$ cat src/rtl/fir_feed_ctrl.sv
// fir_feed_ctrl -- feeds mixer product samples into a FIR filter in framed
// bursts and registers the filter results.
//
// Sequence: IDLE -> DELAY (settle DELAY_CYC cycles) -> RUN (issue samples while
// source and filter are both ready) -> DRAIN (wait for all outstanding results)
// -> IDLE. A stop request only takes effect at a frame boundary. Loss of
// pll_lock aborts immediately.
//
// Ports:
//   sclk, s_rst            clock, synchronous active-high reset
//   pll_lock               clock-source lock; low aborts any active run
//   start, stop            single-cycle run / stop requests
//   src_valid, src_data    mixer product strobe and 19-bit value
//   fir_rfi_o              filter ready for input
//   fir_valid_o/fir_data_o filter result strobe and 31-bit value
//   fir_valid_i/fir_sync_i/fir_data_i  filter feed (sync marks sample 0)
//   out_valid, out_data    filter result delayed by one cycle
//   busy                   high whenever not IDLE
//   frame_done             pulses with the last sample of each frame
//   sign_led               toggles every LED_CNT output results
//   peak_mag               (only with FIR_FEED_PEAK_EN) largest |result| of the
//                          last completed result frame
//
// Optional feature macro: FIR_FEED_PEAK_EN adds the peak_mag port and logic.

module fir_feed_ctrl #(
  parameter int DELAY_CYC = 500,
  parameter int FRAME_LEN = 1024,
  parameter int LED_CNT   = 50000
) (
  input  logic        sclk,
  input  logic        s_rst,
  input  logic        pll_lock,
  input  logic        start,
  input  logic        stop,
  input  logic        src_valid,
  input  logic [18:0] src_data,
  input  logic        fir_rfi_o,
  input  logic        fir_valid_o,
  input  logic [30:0] fir_data_o,
  output logic        fir_valid_i,
  output logic        fir_sync_i,
  output logic [18:0] fir_data_i,
  output logic        out_valid,
  output logic [30:0] out_data,
  output logic        busy,
  output logic        frame_done,
  output logic        sign_led
`ifdef FIR_FEED_PEAK_EN
  ,
  output logic [30:0] peak_mag
`endif
);

  typedef enum logic [1:0] {
    IDLE  = 2'd0,
    DELAY = 2'd1,
    RUN   = 2'd2,
    DRAIN = 2'd3
  } state_e;

  localparam logic [31:0] DLY_LAST = 32'(DELAY_CYC - 1);
  localparam logic [15:0] SMP_LAST = 16'(FRAME_LEN - 1);
  localparam logic [31:0] LED_LAST = 32'(LED_CNT - 1);

  state_e      state_q, state_d;
  logic [31:0] dly_cnt_q, dly_cnt_d;
  logic [15:0] smp_cnt_q, smp_cnt_d;
  logic [15:0] outst_q, outst_d;
  logic        stop_q, stop_d;
  logic        abort_s, issue_s, last_s;
  logic        busy_q, fir_valid_q, fir_sync_q, frame_done_q;
  logic [18:0] fir_data_q;
  logic        out_valid_q;
  logic [30:0] out_data_q;
  logic [31:0] led_cnt_q;
  logic        sign_led_q;

  assign last_s = (smp_cnt_q == SMP_LAST);

  // Next-state, delay/sample counters and stop latch
  always_comb begin
    state_d   = state_q;
    dly_cnt_d = dly_cnt_q;
    smp_cnt_d = smp_cnt_q;
    stop_d    = stop_q;
    abort_s   = 1'b0;
    issue_s   = 1'b0;
    case (state_q)
      IDLE: begin
        if (start && pll_lock) begin
          state_d   = DELAY;
          dly_cnt_d = 32'd0;
          smp_cnt_d = 16'd0;
          stop_d    = stop;      // start wins, a simultaneous stop is kept
        end else begin
          stop_d = 1'b0;
        end
      end
      DELAY: begin
        if (!pll_lock) begin
          abort_s = 1'b1;
        end else if (stop) begin
          state_d   = IDLE;
          dly_cnt_d = 32'd0;
          stop_d    = 1'b0;
        end else if (dly_cnt_q == DLY_LAST) begin
          state_d   = RUN;
          dly_cnt_d = 32'd0;
        end else begin
          dly_cnt_d = dly_cnt_q + 32'd1;
        end
      end
      RUN: begin
        if (!pll_lock) begin
          abort_s = 1'b1;
        end else begin
          stop_d = stop_q | stop;
          if (src_valid && fir_rfi_o) begin
            issue_s = 1'b1;
            if (last_s) begin
              smp_cnt_d = 16'd0;
              // Stop only honoured once a whole frame has gone out
              if (stop_q || stop) begin
                state_d = DRAIN;
                stop_d  = 1'b0;
              end else begin
                state_d = RUN;
              end
            end else begin
              smp_cnt_d = smp_cnt_q + 16'd1;
            end
          end else begin
            issue_s = 1'b0;
          end
        end
      end
      DRAIN: begin
        if (!pll_lock) begin
          abort_s = 1'b1;
        end else if ((outst_q == 16'd0) && !fir_valid_q) begin
          state_d = IDLE;
        end else begin
          state_d = DRAIN;
        end
      end
      default: begin
        state_d = IDLE;
      end
    endcase
    if (abort_s) begin
      state_d   = IDLE;
      dly_cnt_d = 32'd0;
      smp_cnt_d = 16'd0;
      stop_d    = 1'b0;
    end else begin
      state_d = state_d;
    end
  end

  // Outstanding-result count: +1 per fed sample, -1 per result, floor at zero
  always_comb begin
    outst_d = outst_q;
    if (abort_s) begin
      outst_d = 16'd0;
    end else if (fir_valid_q && !fir_valid_o) begin
      outst_d = outst_q + 16'd1;
    end else if (!fir_valid_q && fir_valid_o && (outst_q != 16'd0)) begin
      outst_d = outst_q - 16'd1;
    end else begin
      outst_d = outst_q;
    end
  end

  // Control state, counters and filter feed registers
  always_ff @(posedge sclk) begin
    if (s_rst) begin
      state_q      <= IDLE;
      dly_cnt_q    <= 32'd0;
      smp_cnt_q    <= 16'd0;
      outst_q      <= 16'd0;
      stop_q       <= 1'b0;
      busy_q       <= 1'b0;
      fir_valid_q  <= 1'b0;
      fir_sync_q   <= 1'b0;
      fir_data_q   <= 19'd0;
      frame_done_q <= 1'b0;
    end else begin
      state_q      <= state_d;
      dly_cnt_q    <= dly_cnt_d;
      smp_cnt_q    <= smp_cnt_d;
      outst_q      <= outst_d;
      stop_q       <= stop_d;
      busy_q       <= (state_d != IDLE);
      fir_valid_q  <= issue_s;
      fir_sync_q   <= issue_s && (smp_cnt_q == 16'd0);
      fir_data_q   <= issue_s ? src_data : 19'd0;
      frame_done_q <= issue_s && last_s;
    end
  end

  // Result path: one-cycle register plus LED toggle counter, active in all states
  always_ff @(posedge sclk) begin
    if (s_rst) begin
      out_valid_q <= 1'b0;
      out_data_q  <= 31'd0;
      led_cnt_q   <= 32'd0;
      sign_led_q  <= 1'b0;
    end else begin
      out_valid_q <= fir_valid_o;
      if (fir_valid_o) begin
        out_data_q <= fir_data_o;
      end
      if (out_valid_q) begin
        if (led_cnt_q == LED_LAST) begin
          led_cnt_q  <= 32'd0;
          sign_led_q <= ~sign_led_q;
        end else begin
          led_cnt_q <= led_cnt_q + 32'd1;
        end
      end
    end
  end

  assign busy        = busy_q;
  assign fir_valid_i = fir_valid_q;
  assign fir_sync_i  = fir_sync_q;
  assign fir_data_i  = fir_data_q;
  assign frame_done  = frame_done_q;
  assign out_valid   = out_valid_q;
  assign out_data    = out_data_q;
  assign sign_led    = sign_led_q;

`ifdef FIR_FEED_PEAK_EN
  // Two's-complement magnitude; the most negative value cannot be negated
  function automatic logic [30:0] abs_sat(input logic [30:0] v);
    if (v[30]) begin
      if (v == 31'h4000_0000) begin
        return 31'h3FFF_FFFF;
      end else begin
        return (~v) + 31'd1;
      end
    end else begin
      return v;
    end
  endfunction

  logic [15:0] res_cnt_q;
  logic [30:0] peak_acc_q, peak_mag_q, mag_s, max_s;

  assign mag_s = abs_sat(fir_data_o);
  assign max_s = (mag_s > peak_acc_q) ? mag_s : peak_acc_q;

  // Per-frame peak over results; published and restarted at each frame end
  always_ff @(posedge sclk) begin
    if (s_rst) begin
      res_cnt_q  <= 16'd0;
      peak_acc_q <= 31'd0;
      peak_mag_q <= 31'd0;
    end else if (fir_valid_o) begin
      if (res_cnt_q == SMP_LAST) begin
        res_cnt_q  <= 16'd0;
        peak_acc_q <= 31'd0;
        peak_mag_q <= max_s;
      end else begin
        res_cnt_q  <= res_cnt_q + 16'd1;
        peak_acc_q <= max_s;
      end
    end
  end

  assign peak_mag = peak_mag_q;
`endif

endmodule

$ cat config.mk
export PLATFORM = sky130hd
export DESIGN_NAME = fir_feed_ctrl
export DESIGN_NICKNAME = d
export VERILOG_FILES = /design/src/rtl/fir_feed_ctrl.sv
export SDC_FILE = /design/constraint.sdc
export NUM_CORES = 1
export LEC_CHECK = 0
export CORE_ASPECT_RATIO = 0.7
export CORE_MARGIN = 2
export CORE_UTILIZATION = 40
export CTS_CLUSTER_DIAMETER = 40
export DETAILED_ROUTE_END_ITERATION = 16
export GPL_TIMING_DRIVEN = 0
export SLEW_MARGIN = 0
export SYNTH_ARGS = -nofsm -noshare
export SYNTH_HDL_FRONTEND = slang
export SYNTH_SLANG_ARGS = --single-unit
$ cat constraint.sdc
create_clock -name sclk -period 6.6 [get_ports sclk]
set_clock_uncertainty 0.1 [all_clocks]
set_input_delay 1.32 -clock sclk [delete_from_list [all_inputs] [get_ports sclk]]
set_output_delay 1.32 -clock sclk [all_outputs]
set_load 0.05 [all_outputs]
==> flow_summary.toml, run 1 <==
[grt]
overflow = 0
antenna_found_initial = 0
grt_max_degree = 17
grt_pass1_vias = 5298
use_met1_pct = 26.4
grtUsageMet3_pct = 4.98
grt_util_met2_pct = 24.1
grt.busiest_layer = "met1"
grt_usage_pct = 17.7
grt_pass1_wl_mm = 26.6

[yosys]
synth_cell_types = 62
synthesis.nets = 863
syn_avg_cell_area_um2 = 9.02
ys_ff_latch = 155
yosysSeqAreaShare_pct = 44.0
syn-cell-area_um2 = 7050
yosysWarnings = 0
ys.flop_type = "dfxtp_1"
synth-edff-count = 0
netlist.area_leader.share_pct = 44.0
yosysTopAreaCell = "dfxtp_1"
syn_inst = 782
synthArstFlopShare_pct = 0
yosys-top-cells-area = "dfxtp_1, nor2_1, xor2_1, mux2i_1, xnor2_1"

[die]
initial_core_util_pct = 41.0
dieHeight_um = 115
rows = 40
dieArea_um2 = 18700
io_pins = 114
die_w_um = 163
core-area_um2 = 17200

[critical_path]
start_kind = "input port"
crit_fanout = 15
path_class = "input port to flip-flop"
worstReg2RegEnd = "outst_q[14]$_SDFFE_PP0P_"
required_ns = 6.78
reg2reg_from = "fir_valid_i$_SDFF_PP0_"
r2r_cells = 10
endpoint = "outst_q[15]$_SDFFE_PP0P_"
timing.reg2reg.setup_slack_ns = 3.34
arrival_ns = 4.30
cp-startpoint = "fir_valid_o"
cp-end-kind = "flip-flop"

[timing]
setup_viol = 0
final.setup.tns_ns = 0
fin_crit_ns = 4.12
hold_viol_final = 0
worstMarginPinSlew_ns = 0.763
timing.final.max_slew_violations = 0
grt_setup_unrepaired = "false"
slew_headroom_pct = 49.1
period_share_pct = 62.4
fmax_mhz = 243

[cells_and_area]
layout.nets = 994
final_common_cell = "dfxtp_1"
final_util_pct = 52.4
fill_cells = 1658
drive_gt1_share_pct = 7.14
fin_cells = 1156
num_antenna_cells = 0
layout_common_cells = "dfxtp_1, nor2_1, clkdlybuf4s50_1"
syn_to_final_growth_pct = 27.8
final_area_um2 = 9020

[route]
avgViaCountPerCell = 4.90
vias = 5669
wl_mm = 15.8
wl_per_cell_um = 13.7
dr.pass1.iters = 4
drc = 0
ant_nets = 0
first_iter_violations = 280

[job]
cap_violations = 0

[cts]
cts_resized = 0
ctsHtreeMaxLevel = 4
cts_max_path_buffers = 2
clkLatencyLatePin_ns = 0.42
cts_inserted_buffers = 17
cts_setup_buffers = 0
ctsHoldBuffers = 0
cts_tree = "built"
cts_sinks = 155
path_clk_slew_ns = 0.06
cts-root-buf = "clkbuf_16"

[placed_design]
dpl.hpwl_mm = 11.5
dp.cells = 1125
gp_congestion = 0.794
port_buffers = 112
postPlaceCellArea_um2 = 8460

[pwr]
p_leak_nw = 3.45
cellPowerDensity_nw_per_um2 = 303
ir_worst_vdd_v = 0.000144

[outcome]
status = "finished clean"

[hold_path]
hold_path_class = "flip-flop to flip-flop"
min-delay-start = "outst_q[12]$_SDFFE_PP0P_"
[metrics by stage]
step / power [mW] / setup WS, ns / hold WS (ns)
2_1_floorplan: 1.63 / 2.76 / 0.348
3_5_place_dp: 1.82 / 2.06 / 0.368
4_1_cts: 2.75 / 2.48 / 0.375
3_3_place_gp: 1.82 / 1.99 / 0.364
6_report: 2.73 / 2.48 / 0.376
5_1_grt: 2.89 / 2.21 / 0.397
[synthesized netlist by cell type, drive strengths merged, types with 5 or more instances]
cell,instances
buf,15
nor2b,5
o21a,6
a211oi,7
and4,9
clkbuf,12
and3,10
xnor2,38
nand4,20
nor4,18
nand2,66
or3,8
inv,12
o21ai,18
nor3,16
dfxtp,155
and2,24
ha,22
a21oi,28
nand3,28
mux2i,37
or2,6
nor2,145
xor2,45
[worst max-delay path: stages]
cell and delay (ns):
clkbuf_1 0.42, nor2b_1 0.16, inv_1 0.49, ha_1 0.43
a2111oi_2 0.38, o21ai_1 0.20, a221oi_2 0.34, o31ai_1 0.15
mux2i_1 0.19, xor2_1 0.16, nor2_1 0.05
[layer usage]
| metal | vias to the layer above | share of wire (%) |
|---|---|---|
| li1 | 2948 | - |
| met1 | 2581 | 54 |
| met2 | 125 | 39 |
| met3 | 15 | 6.0 |
| met4 | 0 | 1.2 |
| met5 | - | 0 |
[sequential cells by signal, indices dropped and copies added, names as in the netlist]
name and flops:
out_valid 1, smp_cnt_q 16, fir_sync_i 1, sign_led 1, fir_data_i 19, busy 1, outst_q 16, fir_valid_i 1
state_q 2, dly_cnt_q 32, out_data 31, led_cnt_q 32, frame_done 1, stop_q 1
[power by group]
part	leakage, nW	total, mW	internal (mW)	switching (mW)
Clock	0.261	0.919	0.536	0.383
Combinational	1.93	0.775	0.346	0.429
Sequential	1.26	1.04	0.990	0.0469
[cell type report]
class / count / area, µm² / area share, %
Buffer: 27 / 123 / 1.36
Clock buffer: 21 / 460 / 5.11
Clock inverter: 10 / 92.6 / 1.03
Inverter: 12 / 45.0 / 0.500
Multi-Input combinational cell: 588 / 3780 / 42.0
Sequential cell: 155 / 3100 / 34.4
Tap cell: 231 / 289 / 3.21
Timing Repair Buffer: 112 / 1120 / 12.4
[how the worst min path moves through the flow]
stage | slack [ns] | cells past startpoint | endpoint
2_1_floorplan | 0.35 | 2 | dly_cnt_q[1]$_SDFFE_PP0P_
3_5_place_dp | 0.37 | 2 | outst_q[12]$_SDFFE_PP0P_
3_3_place_gp | 0.36 | 2 | outst_q[13]$_SDFFE_PP0P_
5_1_grt | 0.40 | 2 | outst_q[13]$_SDFFE_PP0P_
6_report | 0.38 | 2 | outst_q[12]$_SDFFE_PP0P_
4_1_cts | 0.38 | 2 | outst_q[12]$_SDFFE_PP0P_
[cell families (layout without fill, tap and decap cells)]
family / count (synthesis) / in the layout / share of synthesized area [%]
simple gates: 365 / 365 / 26.3
xor+xnor: 83 / 83 / 10.3
fa+ha+maj: 23 / 23 / 4.19
compound gates: 79 / 79 / 7.38
mux: 38 / 38 / 5.46
flops: 155 / 155 / 44.0
buf+inv: 39 / 182 / 2.38
Note: power is estimated with default switching activity, not from simulation.
==> run 2, diff against run 1 <==
- clock period: 6.6 -> 3.5 ns (I/O delays scaled with it)
==> run 2 against run 1 <==
  * Global-route usage did not move
  * Via count barely moved
  * Power rose by 89%
  * Critical endpoint is now outst_q[14]$_SDFFE_PP0P_
  * Largest cell class unchanged
==> flow_summary.toml, run 2 (synthesized netlist as in run 1, its figures left out) <==
[cells_and_area]
final_area_um2 = 9020
layout_common_cells = "dfxtp_1, nor2_1, clkdlybuf4s50_1"
final_util_pct = 52.4
syn_to_final_growth_pct = 27.8
fin_cells = 1156
drive_gt1_share_pct = 7.35
num_antenna_cells = 0
layout.nets = 994
final_common_cell = "dfxtp_1"

[grt]
grt_pass1_wl_mm = 26.6
grt_usage_pct = 17.7
overflow = 0
grt_max_degree = 17
antenna_found_initial = 0
grt_pass1_vias = 5298

[route]
first_iter_violations = 279
wl_per_cell_um = 13.7
ant_nets = 0
wl_mm = 15.8
dr.pass1.iters = 4
drc = 0
vias = 5671
avgViaCountPerCell = 4.91

[critical_path]
cp_top_family = "compound AO/OA/AOI/OAI gates"
timing.reg2reg.setup_slack_ns = 0.40
slowest_delay_ns = 0.48
arrival_ns = 3.34
critPathSlowestCell = "fa_1"
crit_buf_inv = 2
path_common_cell = "o21ai_0"
r2r_cells = 10
required_ns = 3.71
crit_fanout = 15
path_class = "input port to flip-flop"
start_kind = "input port"
reg2reg_from = "fir_valid_i$_SDFF_PP0_"
worstReg2RegEnd = "outst_q[14]$_SDFFE_PP0P_"
cp-end-kind = "flip-flop"
worstPathCellList = "clkbuf_2, nor2b_1, inv_2, fa_1, a211oi_1, o21bai_1, o21ai_0, a311o_1, o21ai_0, mux2i_1, nand2_1"

[timing]
grt_setup_unrepaired = "false"
fin_crit_ns = 3.14
timing.final.max_slew_violations = 0
setup_viol = 0
setup_slack_ns = 0.363
final.hold.worst_slack_ns = 0.376
hold_viol_final = 0
period_share_pct = 89.6
worstMarginPinSlew_ns = 0.764
slew_headroom_pct = 49.1
final.setup.tns_ns = 0
fmax_mhz = 319

[cts]
cts-root-buf = "clkbuf_16"
cts_max_path_buffers = 2
cts_sinks = 155
cts_tree = "built"
path_clk_slew_ns = 0.06
cts_setup_buffers = 0
cts_inserted_buffers = 17
ctsHtreeMaxLevel = 4
clkLatencyLatePin_ns = 0.42

[die]
core-area_um2 = 17200
die_w_um = 163
dieHeight_um = 115
initial_core_util_pct = 41.0
io_pins = 114
dieArea_um2 = 18700
rows = 40

[hold_path]
min_path_cells = 2
min-delay-start = "outst_q[12]$_SDFFE_PP0P_"
holdPathEnd = "outst_q[12]$_SDFFE_PP0P_"
hold_path_class = "flip-flop to flip-flop"

[pwr]
p_leak_nw = 3.45
cellPowerDensity_nw_per_um2 = 571
p_total_mw = 5.15
ir_worst_vdd_v = 0.000271

[placed_design]
pre_cts_ws_ns = -0.424
postPlaceCellArea_um2 = 8460
dpl.hpwl_mm = 11.5
port_buffers = 112
gp_congestion = 0.794
dp.cells = 1125

[outcome]
status = "finished clean"

[job]
cap_violations = 0
## run 2: cell types whose count changed in the layout (fill, tap and decap cells not counted)
cell      delta
clkbuf_1     -1
clkbuf_2     +1
inv_2        +1
inv_1        -1
## run 2: worst min-delay path: stages (launching register included)
cell and delay, ns:
dfxtp_1 0.32, nand2_1 0.06, a21oi_1 0.05
## run 2: cell type report
type                       instances  area, µm²
buffer                            27        124
clock buffer                      21        460
clock inverter                    10       92.6
fill                            1660       8200
inverter                          12       45.0
multi-input combinational        588       3780
sequential                       155       3100
tap                              231        289
timing repair buffer             112       1120
## run 2: power by group
part           internal [mW]  switching, mW  leakage [nW]  total [mW]
logic                  0.653          0.808          1.93        1.46
registers               1.87         0.0884          1.26        1.96
clock network           1.01          0.722         0.261        1.73
total                   3.53           1.62          3.45        5.15
## run 2: routing by layer
| metal | vias to the layer above | wire length [µm] | share of wire (%) | track usage [%] |
|---|---|---|---|---|
| met1 | 2580 | 8440 | 53 | 26.4 |
| met3 | 15 | 983 | 6.2 | 4.98 |
| li1 | 2948 | - | - | - |
| met4 | 0 | 182 | 1.2 | 6.14 |
| met5 | - | 0 | 0 | 0 |
| met2 | 128 | 6210 | 39 | 24.1 |
## run 2: how the worst max path moves through the flow
stage                     start                       end  slack [ns]  depth (start not counted)
floorplan           fir_valid_o  outst_q[15]$_SDFFE_PP0P_        0.28                         11
CTS                 fir_valid_o  outst_q[15]$_SDFFE_PP0P_        0.19                         11
global placement    fir_valid_o  outst_q[15]$_SDFFE_PP0P_       -0.49                         11
detailed placement  fir_valid_o  outst_q[15]$_SDFFE_PP0P_       -0.42                         11
finish              fir_valid_o  outst_q[14]$_SDFFE_PP0P_        0.36                         11
global route        fir_valid_o  outst_q[15]$_SDFFE_PP0P_        0.15                         11
## run 2: repair_timing
action	4_1_cts	5_1_grt
setup endpoints to repair	1	1
resized for setup	1	2
hold buffers	0	0
